--- src/rtl/booth_pkg.sv ---
// Shared types and constants for the sequential radix-2 Booth multiplier.
package booth_pkg;

  localparam int BOOTH_N = 8;

  typedef enum logic [1:0] {
    IDLE = 2'd0,
    RUN  = 2'd1,
    DONE = 2'd2
  } state_t;

endpackage

--- src/rtl/booth_multiplier_if.sv ---
// Request/response bundle for booth_multiplier; the master issues operands, the slave multiplies.
// Handshake: start is taken only while the slave is idle (busy=0, done=0); a taken start is
// answered by exactly one done pulse, and product is valid from that cycle until the next done.
interface booth_multiplier_if #(
  parameter int N = booth_pkg::BOOTH_N
);
  logic           start;
  logic [N-1:0]   multiplicand;
  logic [N-1:0]   multiplier;
  logic           busy;
  logic           done;
  logic [2*N-1:0] product;

  modport master (
    output start,
    output multiplicand,
    output multiplier,
    input  busy,
    input  done,
    input  product
  );

  modport slave (
    input  start,
    input  multiplicand,
    input  multiplier,
    output busy,
    output done,
    output product
  );

endinterface

--- src/rtl/and2.sv ---
// Two-input AND cell.
module and2 (
  input  logic a,
  input  logic b,
  output logic y
);
  assign y = a & b;
endmodule

--- src/rtl/booth_addsub.sv ---
// W-bit ripple adder/subtractor: sum = a + (b ^ {W{sub}}) + sub; the final carry is dropped.
module booth_addsub #(
  parameter int W = 9
) (
  input  logic [W-1:0] a,
  input  logic [W-1:0] b,
  input  logic         sub,
  output logic [W-1:0] sum
);
  logic [W-1:0] b_x;
  logic [W-1:0] carry;
  logic         carry_unused;

  assign carry[0] = sub;

  for (genvar i = 0; i < W; i++) begin : g_bit
    xor2 u_inv (.a(b[i]), .b(sub), .y(b_x[i]));
    if (i == W - 1) begin : g_msb
      fa u_fa (.a(a[i]), .b(b_x[i]), .cin(carry[i]), .sum(sum[i]), .cout(carry_unused));
    end else begin : g_lsb
      fa u_fa (.a(a[i]), .b(b_x[i]), .cin(carry[i]), .sum(sum[i]), .cout(carry[i+1]));
    end
  end
endmodule

--- src/rtl/fa.sv ---
// One-bit full adder built from library cells: sum = a^b^cin, cout = majority(a, b, cin).
module fa (
  input  logic a,
  input  logic b,
  input  logic cin,
  output logic sum,
  output logic cout
);
  logic ab;
  logic ac;
  logic bc;

  xor3 u_sum (.a(a),  .b(b),  .c(cin), .y(sum));
  and2 u_ab  (.a(a),  .b(b),  .y(ab));
  and2 u_ac  (.a(a),  .b(cin), .y(ac));
  and2 u_bc  (.a(b),  .b(cin), .y(bc));
  or3  u_co  (.a(ab), .b(ac), .c(bc),  .y(cout));
endmodule

--- src/rtl/or3.sv ---
// Three-input OR cell.
module or3 (
  input  logic a,
  input  logic b,
  input  logic c,
  output logic y
);
  assign y = a | b | c;
endmodule

--- src/rtl/xor2.sv ---
// Two-input XOR cell.
module xor2 (
  input  logic a,
  input  logic b,
  output logic y
);
  assign y = a ^ b;
endmodule

--- src/rtl/xor3.sv ---
// Three-input XOR cell.
module xor3 (
  input  logic a,
  input  logic b,
  input  logic c,
  output logic y
);
  assign y = a ^ b ^ c;
endmodule

--- src/rtl/booth_multiplier.sv ---
// Sequential signed radix-2 Booth multiplier: N-bit x N-bit -> 2N-bit, one recoding step per clock.
module booth_multiplier
  import booth_pkg::*;
#(
  parameter int N = BOOTH_N
) (
  input  logic              clk,
  input  logic              reset,
  booth_multiplier_if.slave bus,
  output state_t            dbg_state
);
  localparam int CW = $clog2(N + 1);

  state_t         state_q;
  logic [N:0]     a_q;
  logic [N-1:0]   q_q;
  logic           q1_q;
  logic [N:0]     m_q;
  logic [CW-1:0]  cnt_q;
  logic [2*N-1:0] product_q;

  logic           do_add;
  logic           do_sub;
  logic [N:0]     sum;
  logic [N:0]     a_next;
  logic [N:0]     a_sh;
  logic [N-1:0]   q_sh;

  // Booth recoding of the current multiplier bit pair {Q[0], q_1}.
  assign do_add = ~q_q[0] & q1_q;
  assign do_sub =  q_q[0] & ~q1_q;

  booth_addsub #(.W(N + 1)) u_addsub (
    .a   (a_q),
    .b   (m_q),
    .sub (do_sub),
    .sum (sum)
  );

  assign a_next = (do_add | do_sub) ? sum : a_q;

  // Arithmetic right shift of {A, Q, q_1}: A's sign bit is replicated, A[0] moves into Q.
  assign a_sh = {a_next[N], a_next[N:1]};
  assign q_sh = {a_next[0], q_q[N-1:1]};

  always_ff @(posedge clk) begin
    if (reset) begin
      state_q   <= IDLE;
      a_q       <= '0;
      q_q       <= '0;
      q1_q      <= 1'b0;
      m_q       <= '0;
      cnt_q     <= '0;
      product_q <= '0;
    end else begin
      unique case (state_q)
        IDLE: begin
          if (bus.start) begin
            a_q     <= '0;
            q_q     <= bus.multiplier;
            q1_q    <= 1'b0;
            m_q     <= {bus.multiplicand[N-1], bus.multiplicand};
            cnt_q   <= CW'(N);
            state_q <= RUN;
          end
        end
        RUN: begin
          a_q   <= a_sh;
          q_q   <= q_sh;
          q1_q  <= q_q[0];
          cnt_q <= cnt_q - CW'(1);
          if (cnt_q == CW'(1)) begin
            product_q <= {a_sh[N-1:0], q_sh};
            state_q   <= DONE;
          end
        end
        DONE: begin
          state_q <= IDLE;
        end
        default: begin
          state_q <= IDLE;
        end
      endcase
    end
  end

  assign bus.busy    = (state_q == RUN);
  assign bus.done    = (state_q == DONE);
  assign bus.product = product_q;
  assign dbg_state   = state_q;

endmodule

--- src/flat_wrapper.sv ---
// flat-port wrapper written by rule: the top's interface ports become plain ports
module booth_multiplier_flat import booth_pkg::*;
#(
  parameter int N = BOOTH_N
)
  (clk, reset, dbg_state, bus_start, bus_multiplicand, bus_multiplier, bus_busy, bus_done, bus_product);
  booth_multiplier_if #(.N(N)) bus_i ();
  input  logic clk;
  input  logic reset;
  output state_t dbg_state;
  input wire logic [$bits(bus_i.start)-1:0] bus_start;
  input wire logic [$bits(bus_i.multiplicand)-1:0] bus_multiplicand;
  input wire logic [$bits(bus_i.multiplier)-1:0] bus_multiplier;
  output wire logic [$bits(bus_i.busy)-1:0] bus_busy;
  output wire logic [$bits(bus_i.done)-1:0] bus_done;
  output wire logic [$bits(bus_i.product)-1:0] bus_product;
  assign bus_i.start = bus_start;
  assign bus_i.multiplicand = bus_multiplicand;
  assign bus_i.multiplier = bus_multiplier;
  assign bus_busy = bus_i.busy;
  assign bus_done = bus_i.done;
  assign bus_product = bus_i.product;
  booth_multiplier #(.N(N)) u_core (.clk(clk), .reset(reset), .bus(bus_i), .dbg_state(dbg_state));
endmodule
--- config.mk ---
export PLATFORM = sky130hd
export DESIGN_NAME = booth_multiplier_flat
export DESIGN_NICKNAME = d
export VERILOG_FILES = /design/src/rtl/booth_pkg.sv /design/src/rtl/booth_multiplier_if.sv /design/src/rtl/and2.sv /design/src/rtl/booth_addsub.sv /design/src/rtl/fa.sv /design/src/rtl/or3.sv /design/src/rtl/xor2.sv /design/src/rtl/xor3.sv /design/src/rtl/booth_multiplier.sv /design/src/flat_wrapper.sv
export SDC_FILE = /design/constraint.sdc
export NUM_CORES = 1
export LEC_CHECK = 0
export BUFFER_PORTS_ARGS = -buffer_cell sky130_fd_sc_hd__buf_2
export CAP_MARGIN = 20
export CORE_MARGIN = 3
export CORE_UTILIZATION = 55
export CTS_CLUSTER_DIAMETER = 40
export CTS_CLUSTER_SIZE = 20
export DETAILED_ROUTE_END_ITERATION = 8
export GPL_ROUTABILITY_DRIVEN = 1
export PLACE_DENSITY = 0.89
export SKIP_LAST_GASP = 1
export SYNTH_ARGS = -nofsm -noshare
export SYNTH_HDL_FRONTEND = slang
export SYNTH_HIERARCHICAL = 1
export SYNTH_SLANG_ARGS = --single-unit
--- constraint.sdc ---
create_clock -name clk -period 14.5 [get_ports clk]
set_input_delay 2.9 -clock clk [delete_from_list [all_inputs] [get_ports clk]]
set_output_delay 2.9 -clock clk [all_outputs]
set_load 0.01 [all_outputs]
==> impl_metrics.csv <==
group,metric,value,unit
detailed_routing,drt-initial-drc-count,100,
die,dieArea,0.005266,mm^2
clock_network,clockRootBuffer,"clkbuf_8",
timing,setup_ws,8058,ps
worst_setup_path,crit_type,"reg2reg",
timing,max_freq,155.2,MHz
timing,drv_slew,0,
worst_setup_path,crit_buf_inv,0,
clock_network,clkLatencyLatePin,300,ps
final_layout,regArea,940.9,um^2
final_layout,final_common_cell,"dfxtp_1",
clock_network,path_clk_slew,90,ps
clock_network,cts_hold_buf,0,
power_and_ir_drop,peakVddDrop,0.00008367,V
final_layout,drive_gt1_frac,0.2509,
synth,synth.net_count,279,
detailed_routing,viasPerCell,5.748,
power_and_ir_drop,power.total,0.2990,mW
worst_setup_path,critPathMaxFanout,12,
global_routing,grt_pass1_vias,1963,
power_and_ir_drop,power_density,109.9,mW/mm^2
final_layout,num-nets-final,308,
synth,netlist_instances,257,
worst_setup_path,max_stage_delay,540,ps
detailed_routing,antenna_left,0,
clock_network,clock-sinks,47,
die,floorplan.initialDensity,0.5882,
die,rows,23,
clock_network,cts_tree,"done",
clock_network,cts_resized,0,
worst_setup_path,cp-start-kind,"flip-flop",
die,die_w,72.57,um
worst_setup_path,crit_family,"simple AND/OR/NAND/NOR gates",
detailed_routing,wl_met1,2.278,mm
final_layout,fillCellCount,342,
die,core,0.004144,mm^2
synth,yosysWarnings,6,
synth,postSynthAreaPerCell,9.484,um^2
detailed_routing,via_count,1937,
job,maxCapViolations,0,
timing,skew,11.49,ps
final_layout,diodes,0,
worst_setup_path,cp.arrival,6630,ps
hold_path,hold_path_end,"u_core/q1_q",
detailed_routing,dr_wl_met2,2.825,mm
timing,layout_min_cycle_time,6442,ps
final_layout,multi_input_comb_area,0.001391,mm^2
clock_network,cts_buffers,5,
final_layout,syn2layout_area_growth,11.60,%
hold_path,hold_depth,2,
detailed_routing,drc,0,
global_routing,antenna_found_initial,0,
hold_path,hold_start,"u_core/q1_q",
global_routing,grt_usage,0.2173,
detailed_routing,firstDrtPassIters,4,
place,dp_hpwl,3.546,mm
worst_setup_path,r2r_slack,8060,ps
place,io_buffers,38,
timing,hold_violations,0,
detailed_routing,topRoutingLayerUsed,"met4",
die,ios,39,
timing,slew_headroom,0.4928,
place,place_ws,8160,ps
timing,setup_violations,0,
detailed_routing,post_drt_wl_per_cell,15.85,um
timing,tightest_slew,758.4,ps
clock_network,htree_levels,2,
die,fp.dieH,72.57,um
detailed_routing,met3_length,158,um
worst_setup_path,regToRegEndpoint,"u_core/bus.product[15]",
worst_setup_path,crit_required,14690,ps
outcome,status,"complete, no violations",
detailed_routing,finalWirelength,5.342,mm
timing,finalCritPeriodShare,0.4442,
worst_setup_path,cp_slowest_cell,"ha_1",
timing,rsz0062_at_grt,"false",
hold_path,worst_hold_path_type,"reg2reg",
synth,syn-cell-area,0.002437,mm^2
clock_network,postCtsSetupBuffers,0,
final_layout,final_cell_area,0.002720,mm^2
power_and_ir_drop,power.leakage,1.223,nW
place,gp_congestion,0.8039,
worst_setup_path,endpoint_kind,"flip-flop",
global_routing,grt_max_degree,34,
global_routing,grt_pass1_wl,8.942,mm
place,dpl_cell_area,0.002608,mm^2
timing,finalSetupTns,0,ps
clock_network,cts_buffer_depth,2,
global_routing,grt_overflow_total,0,
worst_setup_path,ff2ff_path_depth,22,
final_layout,mostFrequentLayoutCells,"dfxtp_1 (47), buf_2 (38), a21oi_1 (26), nand2_1 (25), and2_1 (24)",
worst_setup_path,cp_cell_sequence,"ha_1 -> xor2_1 -> and2_1 -> or3_1 -> and2_1 -> or3_1 -> and2_1 -> or3_1 -> and2_1 -> or3_1 -> and2_1 -> or3_1 -> and2_1 -> or3_1 -> and2_1 -> or3_1 -> and2_1 -> or3_1 -> xor3_1 -> nor2b_1 -> a21o_1 -> a22o_1",
worst_setup_path,reg2reg_from,"u_core/q_q[0]",
[through the flow]
step	hold WS [ps]	utilization	std cells
3_5_place_dp	448.9	0.6292	329
3_3_place_gp	453.5	0.6292	329
6_report	474.0	0.6564	337
4_1_cts	474.4	0.6564	337
5_1_grt	492.3	0.6564	337
2_1_floorplan	447.8	-	257
[final cells by class]
type | count | area share
clock inverter | 3 | 0.01610
multi-input combinational | 189 | 0.5115
inverter | 4 | 0.005520
sequential | 47 | 0.3459
timing repair buffer | 39 | 0.07268
clock buffer | 5 | 0.02530
tap | 50 | 0.02300
[per-layer routing]
metal	GRT usage	vias up
li1	-	950
met1	0.2617	949
met2	0.3778	29
met3	0.04821	9
met4	0.07992	0
met5	0	-
[where the power goes]
part	internal [mW]	switching, mW	leakage [nW]
logic	0.0310	0.0286	0.782
clock network	0.0514	0.0452	0.0581
registers	0.136	0.00707	0.383
[tightest hold or removal path: cells and delay by family, from the launching register on]
family / cells / cell delay [ps]
AO/OA/AOI/OAI: 1 / 60
flip-flops: 1 / 320
AND/OR/NAND/NOR: 1 / 60
[registers in the layout (all words and copies together) (netlist names)]
signal / cells
u_core/bus.product: 16
u_core/a_q: 8
u_core/m_q: 8
u_core/q_q: 8
u_core/cnt_q: 4
u_core/dbg_state: 2
u_core/q1_q: 1
[worst max path at each step]
stage / startpoint / endpoint / slack, ps / cells after the start
finish: u_core/q_q[0] / u_core/bus.product[15] / 8060 / 22
global route: u_core/q_q[0] / u_core/bus.product[15] / 7760 / 22
CTS: u_core/q_q[0] / u_core/bus.product[15] / 8080 / 22
detailed placement: u_core/q_q[0] / u_core/bus.product[15] / 8160 / 22
global placement: u_core/q_q[0] / u_core/bus.product[15] / 8480 / 22
floorplan: u_core/q_q[0] / u_core/bus.product[15] / 8650 / 22
Power figures use the tool's default switching activity.
